`src/rtl/apb_master_arbiter_if.sv`:
```
// APB bus bundle between the arbitrating master and the memory slave.
// PADDR is fixed at 32 bits; requester word addresses are zero-extended onto it.
interface apb_master_arbiter_if #(
    parameter int DATA_W = 32
);
    logic              PSELx;
    logic              PENABLE;
    logic              PWRITE;
    logic [31:0]       PADDR;
    logic [DATA_W-1:0] PWDATA;
    logic [DATA_W-1:0] PRDATA;
    logic              PREADY;

    modport master (
        output PSELx, PENABLE, PWRITE, PADDR, PWDATA,
        input  PRDATA, PREADY
    );

    modport slave (
        input  PSELx, PENABLE, PWRITE, PADDR, PWDATA,
        output PRDATA, PREADY
    );
endinterface

```
`src/rtl/apb_master_arbiter.sv`:
```
// Two-requester APB master: round-robin arbitration, SETUP/ACCESS sequencing,
// and a per-transfer timeout that aborts ACCESS when PREADY never arrives.
//
// state    | meaning
// S_IDLE   | bus idle, requests sampled, winner latched onto the bus
// S_SETUP  | PSELx high, PENABLE low for exactly one cycle
// S_ACCESS | PSELx and PENABLE high, waiting for PREADY or timeout
module apb_master_arbiter #(
    parameter int ADDR_W  = 3,
    parameter int DATA_W  = 32,
    parameter int TIMEOUT = 16
) (
    input  logic              PCLK,
    input  logic              PRESET,
    input  logic              i_req0,
    input  logic              i_wr0,
    input  logic [ADDR_W-1:0] i_addr0,
    input  logic [DATA_W-1:0] i_wdata0,
    input  logic              i_req1,
    input  logic              i_wr1,
    input  logic [ADDR_W-1:0] i_addr1,
    input  logic [DATA_W-1:0] i_wdata1,
    output logic              o_done0,
    output logic              o_done1,
    output logic              o_err,
    output logic [DATA_W-1:0] o_rdata,
    apb_master_arbiter_if.master apb
);
    localparam int CNT_W = (TIMEOUT > 2) ? $clog2(TIMEOUT) : 1;
    localparam logic [CNT_W-1:0] CNT_LAST = CNT_W'(TIMEOUT - 1);

    typedef enum logic [1:0] {
        S_IDLE   = 2'd0,
        S_SETUP  = 2'd1,
        S_ACCESS = 2'd2
    } state_t;

    state_t            r_state, w_state;
    logic              r_psel, w_psel;
    logic              r_penable, w_penable;
    logic              r_pwrite, w_pwrite;
    logic [ADDR_W-1:0] r_paddr, w_paddr;
    logic [DATA_W-1:0] r_pwdata, w_pwdata;
    logic              r_done0, w_done0;
    logic              r_done1, w_done1;
    logic              r_err, w_err;
    logic [DATA_W-1:0] r_rdata, w_rdata;
    logic [CNT_W-1:0]  r_cnt, w_cnt;
    logic              r_last_grant, w_last_grant;
    logic              w_winner;

    always_ff @(posedge PCLK or negedge PRESET) begin
        if (!PRESET) begin
            r_state      <= S_IDLE;
            r_psel       <= 1'b0;
            r_penable    <= 1'b0;
            r_pwrite     <= 1'b0;
            r_paddr      <= '0;
            r_pwdata     <= '0;
            r_done0      <= 1'b0;
            r_done1      <= 1'b0;
            r_err        <= 1'b0;
            r_rdata      <= '0;
            r_cnt        <= '0;
            r_last_grant <= 1'b1;
        end else begin
            r_state      <= w_state;
            r_psel       <= w_psel;
            r_penable    <= w_penable;
            r_pwrite     <= w_pwrite;
            r_paddr      <= w_paddr;
            r_pwdata     <= w_pwdata;
            r_done0      <= w_done0;
            r_done1      <= w_done1;
            r_err        <= w_err;
            r_rdata      <= w_rdata;
            r_cnt        <= w_cnt;
            r_last_grant <= w_last_grant;
        end
    end

    // On a tie the requester that did not win last time gets the bus.
    always_comb begin
        if (i_req0 && i_req1) w_winner = ~r_last_grant;
        else                  w_winner = i_req1;
    end

    always_comb begin
        w_state      = r_state;
        w_psel       = r_psel;
        w_penable    = r_penable;
        w_pwrite     = r_pwrite;
        w_paddr      = r_paddr;
        w_pwdata     = r_pwdata;
        w_done0      = 1'b0;
        w_done1      = 1'b0;
        w_err        = 1'b0;
        w_rdata      = r_rdata;
        w_cnt        = r_cnt;
        w_last_grant = r_last_grant;
        case (r_state)
            S_IDLE: begin
                if (i_req0 || i_req1) begin
                    w_pwrite     = w_winner ? i_wr1    : i_wr0;
                    w_paddr      = w_winner ? i_addr1  : i_addr0;
                    w_pwdata     = w_winner ? i_wdata1 : i_wdata0;
                    w_psel       = 1'b1;
                    w_penable    = 1'b0;
                    w_last_grant = w_winner;
                    w_state      = S_SETUP;
                end
            end
            S_SETUP: begin
                w_penable = 1'b1;
                w_cnt     = '0;
                w_state   = S_ACCESS;
            end
            S_ACCESS: begin
                // r_last_grant always names the owner of the transfer in flight.
                if (apb.PREADY) begin
                    w_done0   = ~r_last_grant;
                    w_done1   = r_last_grant;
                    if (!r_pwrite) w_rdata = apb.PRDATA;
                    w_psel    = 1'b0;
                    w_penable = 1'b0;
                    w_state   = S_IDLE;
                end else if (r_cnt == CNT_LAST) begin
                    w_done0   = ~r_last_grant;
                    w_done1   = r_last_grant;
                    w_err     = 1'b1;
                    w_rdata   = '0;
                    w_psel    = 1'b0;
                    w_penable = 1'b0;
                    w_state   = S_IDLE;
                end else begin
                    w_cnt = r_cnt + 1'b1;
                end
            end
            default: begin
                w_state   = S_IDLE;
                w_psel    = 1'b0;
                w_penable = 1'b0;
            end
        endcase
    end

    assign apb.PSELx   = r_psel;
    assign apb.PENABLE = r_penable;
    assign apb.PWRITE  = r_pwrite;
    assign apb.PADDR   = {{(32 - ADDR_W){1'b0}}, r_paddr};
    assign apb.PWDATA  = r_pwdata;
    assign o_done0     = r_done0;
    assign o_done1     = r_done1;
    assign o_err       = r_err;
    assign o_rdata     = r_rdata;
endmodule

```
`src/flat_wrapper.sv`:
```
// flat-port wrapper written by rule: the top's interface ports become plain ports
module apb_master_arbiter_flat 
#(
    parameter int ADDR_W  = 3,
    parameter int DATA_W  = 32,
    parameter int TIMEOUT = 16
)
  (PCLK, PRESET, i_req0, i_wr0, i_addr0, i_wdata0, i_req1, i_wr1, i_addr1, i_wdata1, o_done0, o_done1, o_err, o_rdata, apb_PSELx, apb_PENABLE, apb_PWRITE, apb_PADDR, apb_PWDATA, apb_PRDATA, apb_PREADY);
  apb_master_arbiter_if #(.DATA_W(DATA_W)) apb_i ();
  input  logic PCLK;
  input  logic PRESET;
  input  logic i_req0;
  input  logic i_wr0;
  input  logic [ADDR_W-1:0] i_addr0;
  input  logic [DATA_W-1:0] i_wdata0;
  input  logic i_req1;
  input  logic i_wr1;
  input  logic [ADDR_W-1:0] i_addr1;
  input  logic [DATA_W-1:0] i_wdata1;
  output logic o_done0;
  output logic o_done1;
  output logic o_err;
  output logic [DATA_W-1:0] o_rdata;
  output wire logic [$bits(apb_i.PSELx)-1:0] apb_PSELx;
  output wire logic [$bits(apb_i.PENABLE)-1:0] apb_PENABLE;
  output wire logic [$bits(apb_i.PWRITE)-1:0] apb_PWRITE;
  output wire logic [$bits(apb_i.PADDR)-1:0] apb_PADDR;
  output wire logic [$bits(apb_i.PWDATA)-1:0] apb_PWDATA;
  input wire logic [$bits(apb_i.PRDATA)-1:0] apb_PRDATA;
  input wire logic [$bits(apb_i.PREADY)-1:0] apb_PREADY;
  assign apb_PSELx = apb_i.PSELx;
  assign apb_PENABLE = apb_i.PENABLE;
  assign apb_PWRITE = apb_i.PWRITE;
  assign apb_PADDR = apb_i.PADDR;
  assign apb_PWDATA = apb_i.PWDATA;
  assign apb_i.PRDATA = apb_PRDATA;
  assign apb_i.PREADY = apb_PREADY;
  apb_master_arbiter #(.ADDR_W(ADDR_W), .DATA_W(DATA_W), .TIMEOUT(TIMEOUT)) u_core (.PCLK(PCLK), .PRESET(PRESET), .i_req0(i_req0), .i_wr0(i_wr0), .i_addr0(i_addr0), .i_wdata0(i_wdata0), .i_req1(i_req1), .i_wr1(i_wr1), .i_addr1(i_addr1), .i_wdata1(i_wdata1), .o_done0(o_done0), .o_done1(o_done1), .o_err(o_err), .o_rdata(o_rdata), .apb(apb_i));
endmodule
```
`config.mk`:
```
export PLATFORM = sky130hd
export DESIGN_NAME = apb_master_arbiter_flat
export DESIGN_NICKNAME = d
export VERILOG_FILES = /design/src/rtl/apb_master_arbiter_if.sv /design/src/rtl/apb_master_arbiter.sv /design/src/flat_wrapper.sv
export SDC_FILE = /design/constraint.sdc
export NUM_CORES = 1
export LEC_CHECK = 0
export ABC_AREA = 1
export CAP_MARGIN = 20
export CORE_MARGIN = 2
export CORE_UTILIZATION = 44
export CTS_CLUSTER_SIZE = 10
export DETAILED_ROUTE_END_ITERATION = 6
export GPL_TIMING_DRIVEN = 0
export PLACE_DENSITY = 0.87
export SLEW_MARGIN = 10
export SYNTH_ARGS = -nofsm -noshare
export SYNTH_HDL_FRONTEND = slang
export SYNTH_SLANG_ARGS = --single-unit
```
`constraint.sdc`:
```
create_clock -name PCLK -period 3.4 [get_ports PCLK]
set_clock_uncertainty 0.1 [all_clocks]
set_input_delay 0.34 -clock PCLK [delete_from_list [all_inputs] [get_ports PCLK]]
set_output_delay 0.34 -clock PCLK [all_outputs]
set_load 0.01 [all_outputs]
```
* Yosys cells after proc, flatten, opt, wreduce, memory -nomap -nowiden *
Index checks and enable logic that the tools add are counted.

word-level totals
  output and inout bits = 102
  register bits after elaboration = 80
  bits of input ports = 109

operators by class
  multiplexer cells = 29
  add/subtract/negate cells = 1
  bitwise operators = 2
  equality and inequality tests = 8
  reduce and logical (&&, ||, !) cells = 10

operators by type and width
  cell                                                              number
  32-bit 2-to-1 mux                                                 4
  1-bit 2-to-1 mux                                                  15
  3-bit AND reduction                                               3
  4-bit 2-to-1 mux                                                  2
  4-bit case mux with 2 select lines                                1
  2-bit 2-to-1 mux                                                  3
  2-bit != test (second input constant)                             3
  1-bit case mux with 3 select lines                                2
  2-bit case mux with 3 select lines                                1
  4-bit by 1-bit adder with 4-bit output (second input constant)    1
  4-bit == test (second input constant)                             1
  2-bit AND reduction                                               2
  2-bit nonzero test                                                2
  3-bit 2-to-1 mux                                                  1
  3-bit by 2-bit != test with 1-bit output (second input constant)  1
  2-bit by 1-bit == test with 1-bit output (second input constant)  1
  2-bit == test (second input constant)                             1
  2-bit logical NOT                                                 1
  2-bit by 1-bit != test with 1-bit output (second input constant)  1
  1-bit NOT                                                         2
  1-bit logical AND                                                 1
  1-bit logical OR                                                  1

* Depth between registers and ports, before layout *
Gate-level depths: netlist of the first run.

  depth after elaboration = 4
  gate-level depth with buffers = 8

* Least setup slack after synthesis of the first run *
Ideal clock, no wire load.

  kind = register to register
  start = register u_core.r_cnt[0]
  end = register u_core.r_rdata[0] (netlist: u_core.o_rdata[0])
  stages on the path, launching flop included = 8
  data required time = 3183 ps
  setup time = 117 ps
  path slack = 2052 ps
  clock period less this slack = 1348 ps
  path buffers = 1
  arrival = 1131 ps
  cells stage by stage = dfrtp_1 > ha_1 > nand3_2 > nand2_4 > nand3_4 > buf_6 > nand2_1 > nand2_1

on the way
  word-level cells in the longest chain between the ends = 3

ends and longest elaborated chain
  what                           line                       RTL
  from (decl)                    apb_master_arbiter.sv:48   logic [CNT_W-1:0] r_cnt, w_cnt;
  from (signal assigned)         apb_master_arbiter.sv:77   r_cnt <= w_cnt;
  4-bit == test                  apb_master_arbiter.sv:127  end else if (r_cnt == CNT_LAST) begin
  2-bit nonzero test (no line)   -
  3-bit AND reduction (no line)  -
  to (signal assigned)           apb_master_arbiter.sv:76   r_rdata <= w_rdata;
  to (decl)                      apb_master_arbiter.sv:47   logic [DATA_W-1:0] r_rdata, w_rdata;

Every way passes these cells.
A chain may end at the register's enable or synchronous reset.

* Worst setup path after layout of the first run *
  start = register u_core.r_pwrite (netlist: u_core.apb.PWRITE)
  end = output port apb_PWRITE

RTL lines
  what                    line                      RTL
  from (decl)             apb_master_arbiter.sv:41  logic r_pwrite, w_pwrite;
  from (signal assigned)  apb_master_arbiter.sv:70  r_pwrite <= w_pwrite;
  to (decl)               flat_wrapper.sv:26        output wire logic [$bits(apb_i.PWRITE)-1:0] apb_PWRITE;

No word-level cell between the ends.

==> results of run 1 <==
-- sequential cells by signal (all words and copies together) (netlist names) --
register and flops:
u_core.r_last_grant 1, u_core.o_done1 1, u_core.o_done0 1, u_core.r_state 1, u_core.apb.PWRITE 1, u_core.o_err 1, u_core.apb.PENABLE 1, u_core.r_paddr 3
u_core.apb.PWDATA 32, u_core.r_cnt 4, u_core.o_rdata 32, u_core.apb.PSELx 1
-- through the flow --
stage,hold slack (ps),instance area [µm²]
final,345,6490
after global routing,359,6490
after CTS,329,6490
after detailed placement,229,6300
after global placement,356,6280
after floorplan,-55.6,4320
-- power breakdown --
group / leakage, nW / total (mW) / switching (mW) / internal (mW)
Combinational: 2.45 / 2.23 / 1.11 / 1.12
Clock: 0.0853 / 0.628 / 0.344 / 0.284
Sequential: 1.01 / 1.62 / 0.263 / 1.35
Total: 3.54 / 4.48 / 1.71 / 2.76
-- metal layers --
layer  track usage  routed length, µm  vias to the layer above
met5             0                  0                        -
met4        0.0677                226                        0
met3        0.0663               1090                       27
met2         0.412               6040                      226
met1         0.297               5040                     2023
li1              -                  -                     2142
-- cell usage in the layout, fill, tap and decap left out, types with 10 or more instances in the layout --
cell type / netlist / final
clkbuf_8: 0 / 10
clkdlybuf4s50_1: 0 / 179
buf_4: 39 / 40
conb_1: 1 / 29
nand3_1: 41 / 41
nand4_1: 33 / 33
dfrtp_1: 78 / 78
nand2_1: 295 / 295
buf_2: 20 / 20
inv_1: 37 / 37
-- cell type report --
type | count | share of cell area
tap | 129 | 0.0249
multi-input combinational | 414 | 0.271
buffer | 63 | 0.0663
inverter | 41 | 0.0237
timing repair buffer | 182 | 0.282
clock inverter | 5 | 0.00521
sequential | 79 | 0.305
clock buffer | 11 | 0.0218
-- kinds of logic after synthesis --
group | Yosys count | share of synthesized area
DFF | 79 | 0.469
other | 1 | 0.000889
buffers and inverters | 104 | 0.139
AOI/OAI and AO/OA | 2 | 0.00237
and+or+nand+nor | 381 | 0.384
xor gates and xnor gates | 1 | 0.00208
adders and majority gates | 1 | 0.00297
-- repair_timing --
action	4_1_cts	5_1_grt
gates resized for setup	0	0
buffers inserted	0	0
hold buffers	1	0
endpoints found under the hold margin	36	0
endpoints found under the setup margin	0	0
-- Yosys cell counts (all sizes together) --
master	n
buf	62
clkbuf	1
conb	1
dfrtp	78
dfstp	1
ha	1
inv	41
nand2	298
nand3	44
nand4	33
nor2	5
nor3	1
o21ai	2
xor2	1
-- how the worst max path moves through the flow --
stage	start	to
final	u_core.apb.PWRITE	apb_PWRITE
after global routing	u_core.apb.PWRITE	apb_PWRITE
after CTS	u_core.apb.PWRITE	apb_PWRITE
after detailed placement	i_req1	u_core.apb.PWDATA[4]
after global placement	PRESET	u_core.apb.PWDATA[24]
after floorplan	u_core.r_cnt[0]	u_core.o_rdata[0]
==> flow_summary.json, run 1 <==
{
  "cp.depth": 1,
  "placement.setup.worst_slack_ps": 1550,
  "initial_core_utilization": 0.454,
  "cp-end-kind": "output pin",
  "seqCellArea_um2": 1980,
  "layout.core_utilization": 0.699,
  "number_of_remaining_drc_errors": 0,
  "h-tree-depth": 3,
  "routed_wire_length_per_instance_um": 13.4,
  "synth_area_leader_cell": "dfrtp_1",
  "hold_path.startpoint": "apb_PREADY",
  "post_synth_main_area_contributors": "dfrtp_1 (46%), nand2_1 (26%), buf_4 (6.9%)",
  "wire_length_of_the_first_global_routing_pass_um": 19700,
  "cts_num_sinks": 79,
  "power.density_nw_per_um2": 690,
  "layout_worst_path_cycle_share": 0.512,
  "place.gp.congestion": 0.873,
  "num_rows": 35,
  "crit-reg2reg-launch": "u_core.r_last_grant",
  "crit_required_ps": 2960,
  "drtAntennaViolNets": 0,
  "run_status": "completed",
  "grt_overflow_total": 0,
  "cts_max_path_buffers": 2,
  "via_count_of_the_first_global_routing_pass": 4212,
  "synth_sequential_area_ratio": 0.469,
  "synthesis.yosys.warnings": 0,
  "cts_tree": "built",
  "timing_hold_violations_final": 0,
  "drv.max_cap_violation_count": 0,
  "avgSynthCellArea_um2": 7.41,
  "synth.top_cell.area_share": 0.463,
  "layout_setup_ws_ps": 1660,
  "crit_path_cells": "clkdlybuf4s50_1",
  "category_of_the_critical_setup_timing_path": "flop to output pin",
  "area_of_the_multi_input_gates_um2": 1760,
  "drive_above_1_share": 0.116,
  "netlist-cell-type-count": 23,
  "worstSkewPairLatency_ps": 330,
  "area.growth.synth_to_final_pct": 53.9,
  "die_h_um": 102,
  "fin_cells": 924,
  "timing.hold.worst.class": "primary input to flop",
  "grtUsageTotal": 0.240,
  "routed_wl_um": 12400,
  "worst-endpoint-arrival_ps": 1300,
  "core_area_um2": 9280,
  "nFillCells": 750,
  "setup_violations": 0,
  "worst_hold_path_stage_count": 5,
  "floorplan.die.width_um": 102,
  "dr.first_iter.drc_count": 202,
  "die_area_um2": 10400,
  "critical-path-top-delay-family": "buffers and inverters",
  "crit_slowest_cell": "clkdlybuf4s50_1",
  "cp.buffers_inverters": 1,
  "post-dp-hpwl_um": 9340,
  "timing.setup.tns_ps": 0,
  "antennaDiodeCount": 0,
  "clockRootBuffer": "clkbuf_8",
  "start_kind": "flop",
  "via_per_inst": 4.78,
  "grt_antenna_before_repair": 0,
  "placement.io_buffers": 180,
  "boundaryPins": 211,
  "setup_repair_after_global_routing_missed_its_margin": "no",
  "r2r_setup_slack_ps": 1860,
  "clk_pin_slew_worst_paths_ps": 80,
  "worst_hold_path.endpoint": "u_core.o_rdata[22]",
  "max_freq_mhz": 574,
  "total_power_mw": 4.48,
  "cp_slowest_stage_delay_ps": 580,
  "cp_max_fo": 3,
  "p_leak_nw": 3.54,
  "drt_pre_antenna_iters": 4,
  "post-place-cells": 907,
  "vdd.ir_drop.worst_mv": 0.365,
  "number_of_storage_elements_in_the_synthesis_netlist": 79,
  "synth_area_um2": 4220,
  "vias": 4418,
  "post-route-min-period_ps": 1740,
  "grt_max_degree": 44,
  "timing_max_transition_violations_final": 0,
  "final_net_count": 900,
  "ff2ff_path_depth": 7,
  "cts_buffers": 9,
  "synth_instances": 569,
  "rr_endpoint": "u_core.apb.PWDATA[4]"
}
No activity file was read; power rests on OpenSTA's default activity.
==> run 2, diff against run 1 <==
CORE_UTILIZATION = 37   (was 44)
PLACE_DENSITY = 0.78   (was 0.87)
clock period = 1.6 ns   (was 3.4 ns; I/O delays follow)
==> flow_summary.json, run 2 (synthesis results as in run 1) <==
{
  "fin_cells": 939,
  "core_area_um2": 11000,
  "die_h_um": 111,
  "critical-path-top-delay-family": "buffers and inverters",
  "run_status": "finished, violations left",
  "whs_ps": 156,
  "vias": 4316,
  "setup_repair_after_global_routing_missed_its_margin": "no",
  "post-dp-hpwl_um": 9290,
  "most_common_cell_after_layout_fill_and_taps_aside": "nand2_1",
  "final_net_count": 904,
  "clock_power_share": 0.213,
  "seqCellArea_um2": 1980,
  "timing_hold_violations_final": 0,
  "drt_pre_antenna_iters": 7,
  "category_of_the_critical_setup_timing_path": "flop to output pin",
  "area.growth.synth_to_final_pct": 58.6,
  "layout.cells.most_common_list": "nand2_1 (295), clkdlybuf4s50_1 (179), dfrtp_1 (78), buf_4 (44), nand3_1 (41)",
  "layout.core_utilization": 0.609,
  "wire_length_of_the_first_global_routing_pass_um": 20000,
  "boundaryPins": 211,
  "grt_max_degree": 43,
  "hold_path.startpoint": "apb_PREADY",
  "power.sequential.fraction": 0.329,
  "ff2ff_path_depth": 7,
  "final_cell_area_um2": 6690,
  "grtUsageTotal": 0.199,
  "routed_wl_um": 12100,
  "total_power_mw": 10.4,
  "worst-endpoint-arrival_ps": 1280,
  "worst_hold_path_stage_count": 5,
  "remaining_max_slew_budget_at_the_tightest_pin": 0.663,
  "crit_slowest_cell": "clkdlybuf4s50_1",
  "cp-end-kind": "output pin",
  "setup_violations": 0,
  "max_freq_mhz": 649,
  "crit_required_ps": 1340,
  "drive_above_1_share": 0.119,
  "floorplan.die.width_um": 111,
  "timing.setup.tns_ps": 0,
  "number_of_remaining_drc_errors": 1,
  "timing.hold.worst.class": "primary input to flop",
  "area_of_the_multi_input_gates_um2": 1760,
  "routed_wire_length_per_instance_um": 12.9,
  "drtAntennaViolNets": 0,
  "power.density_nw_per_um2": 1560,
  "placement.io_buffers": 180,
  "worstSkewPairLatency_ps": 330,
  "dr.first_iter.drc_count": 385,
  "start_kind": "flop",
  "crit-reg2reg-launch": "u_core.r_cnt[1]",
  "post-route-min-period_ps": 1540,
  "num_rows": 38,
  "die_area_um2": 12300,
  "post_dp_cell_area_um2": 6320,
  "nFillCells": 981,
  "worst_hold_path.endpoint": "u_core.o_rdata[22]",
  "antennaDiodeCount": 0,
  "layout_worst_path_cycle_share": 0.962,
  "h-tree-depth": 3,
  "failed_checks": "DRC",
  "timing_max_transition_violations_final": 0,
  "cp.buffers_inverters": 1,
  "power.share.combinational": 0.458,
  "clk_pin_slew_worst_paths_ps": 60,
  "cts_max_path_buffers": 2,
  "cp_max_fo": 3,
  "initial_core_utilization": 0.384,
  "power_report.internal_total_mw": 6.76,
  "p_sw_mw": 3.66,
  "vdd.ir_drop.worst_mv": 0.777,
  "rr_endpoint": "u_core.o_rdata[15]",
  "cts_buffers": 9,
  "via_count_of_the_first_global_routing_pass": 4123,
  "grt_antenna_before_repair": 0,
  "post-place-cells": 918,
  "crit_path_cells": "clkdlybuf4s50_1",
  "place.gp.congestion": 0.821,
  "sw_frac": 0.351,
  "placement.setup.worst_slack_ps": -97.7,
  "grt_overflow_total": 0,
  "cts_tree": "built",
  "r2r_setup_slack_ps": 120,
  "layout_setup_ws_ps": 60.3,
  "cts_num_sinks": 79,
  "cp_slowest_stage_delay_ps": 560,
  "drv.max_cap_violation_count": 0,
  "via_per_inst": 4.60,
  "p_leak_nw": 3.64,
  "transition_time_of_the_tightest_slew_check_pin_ps": 505,
  "clockRootBuffer": "clkbuf_16"
}
==> run 2: per-layer routing <==
layer  track usage  vias up  share of wire
met5             0        -              0
met2         0.333      199           0.48
met3        0.0645        9          0.097
met1         0.243     1954           0.41
met4        0.0667        0          0.010
li1              -     2154              -
==> run 2: how the worst max path moves through the flow <==
stage	depth (start not counted)	from	to
2_1_floorplan	7	u_core.r_cnt[0]	u_core.o_rdata[0]
3_3_place_gp	1	PRESET	u_core.r_paddr[0]
3_5_place_dp	8	i_req1	u_core.apb.PWDATA[24]
4_1_cts	7	u_core.r_last_grant	u_core.apb.PWDATA[24]
5_1_grt	7	u_core.r_cnt[1]	u_core.o_rdata[15]
6_report	1	u_core.apb.PWRITE	apb_PWRITE
==> run 2: what timing repair did <==
item | CTS | global route
hold buffers | 1 | 0
endpoints found under the setup margin | 0 | 36
endpoints found under the hold margin | 36 | 0
buffers inserted | 0 | 4
resized for setup | 0 | 1
==> run 2: cell type report <==
class                   instances  share of cell area
well taps                     140              0.0262
clock inverters                 3             0.00973
clock buffers                  13              0.0389
repair buffers                186               0.278
multi-input cells             414               0.264
plain buffers                  63              0.0644
inverters                      41              0.0230
flip-flops and latches         79               0.296
==> run 2: power groups by stage <==
stage	sequential [mW]	clock, mW	combinational, mW
floorplan	3.76	0	1.86
global placement	3.42	0	4.66
detailed placement	3.45	0	4.76
CTS	3.43	2.26	4.77
global route	3.53	2.36	5.26
finish	3.43	2.22	4.77
==> run 2: worst min-delay path, cell delays in order <==
cell     delay (ps)
buf_2           150
nand2_1          70
inv_1            30
nand4_1          70
nand2_1          60
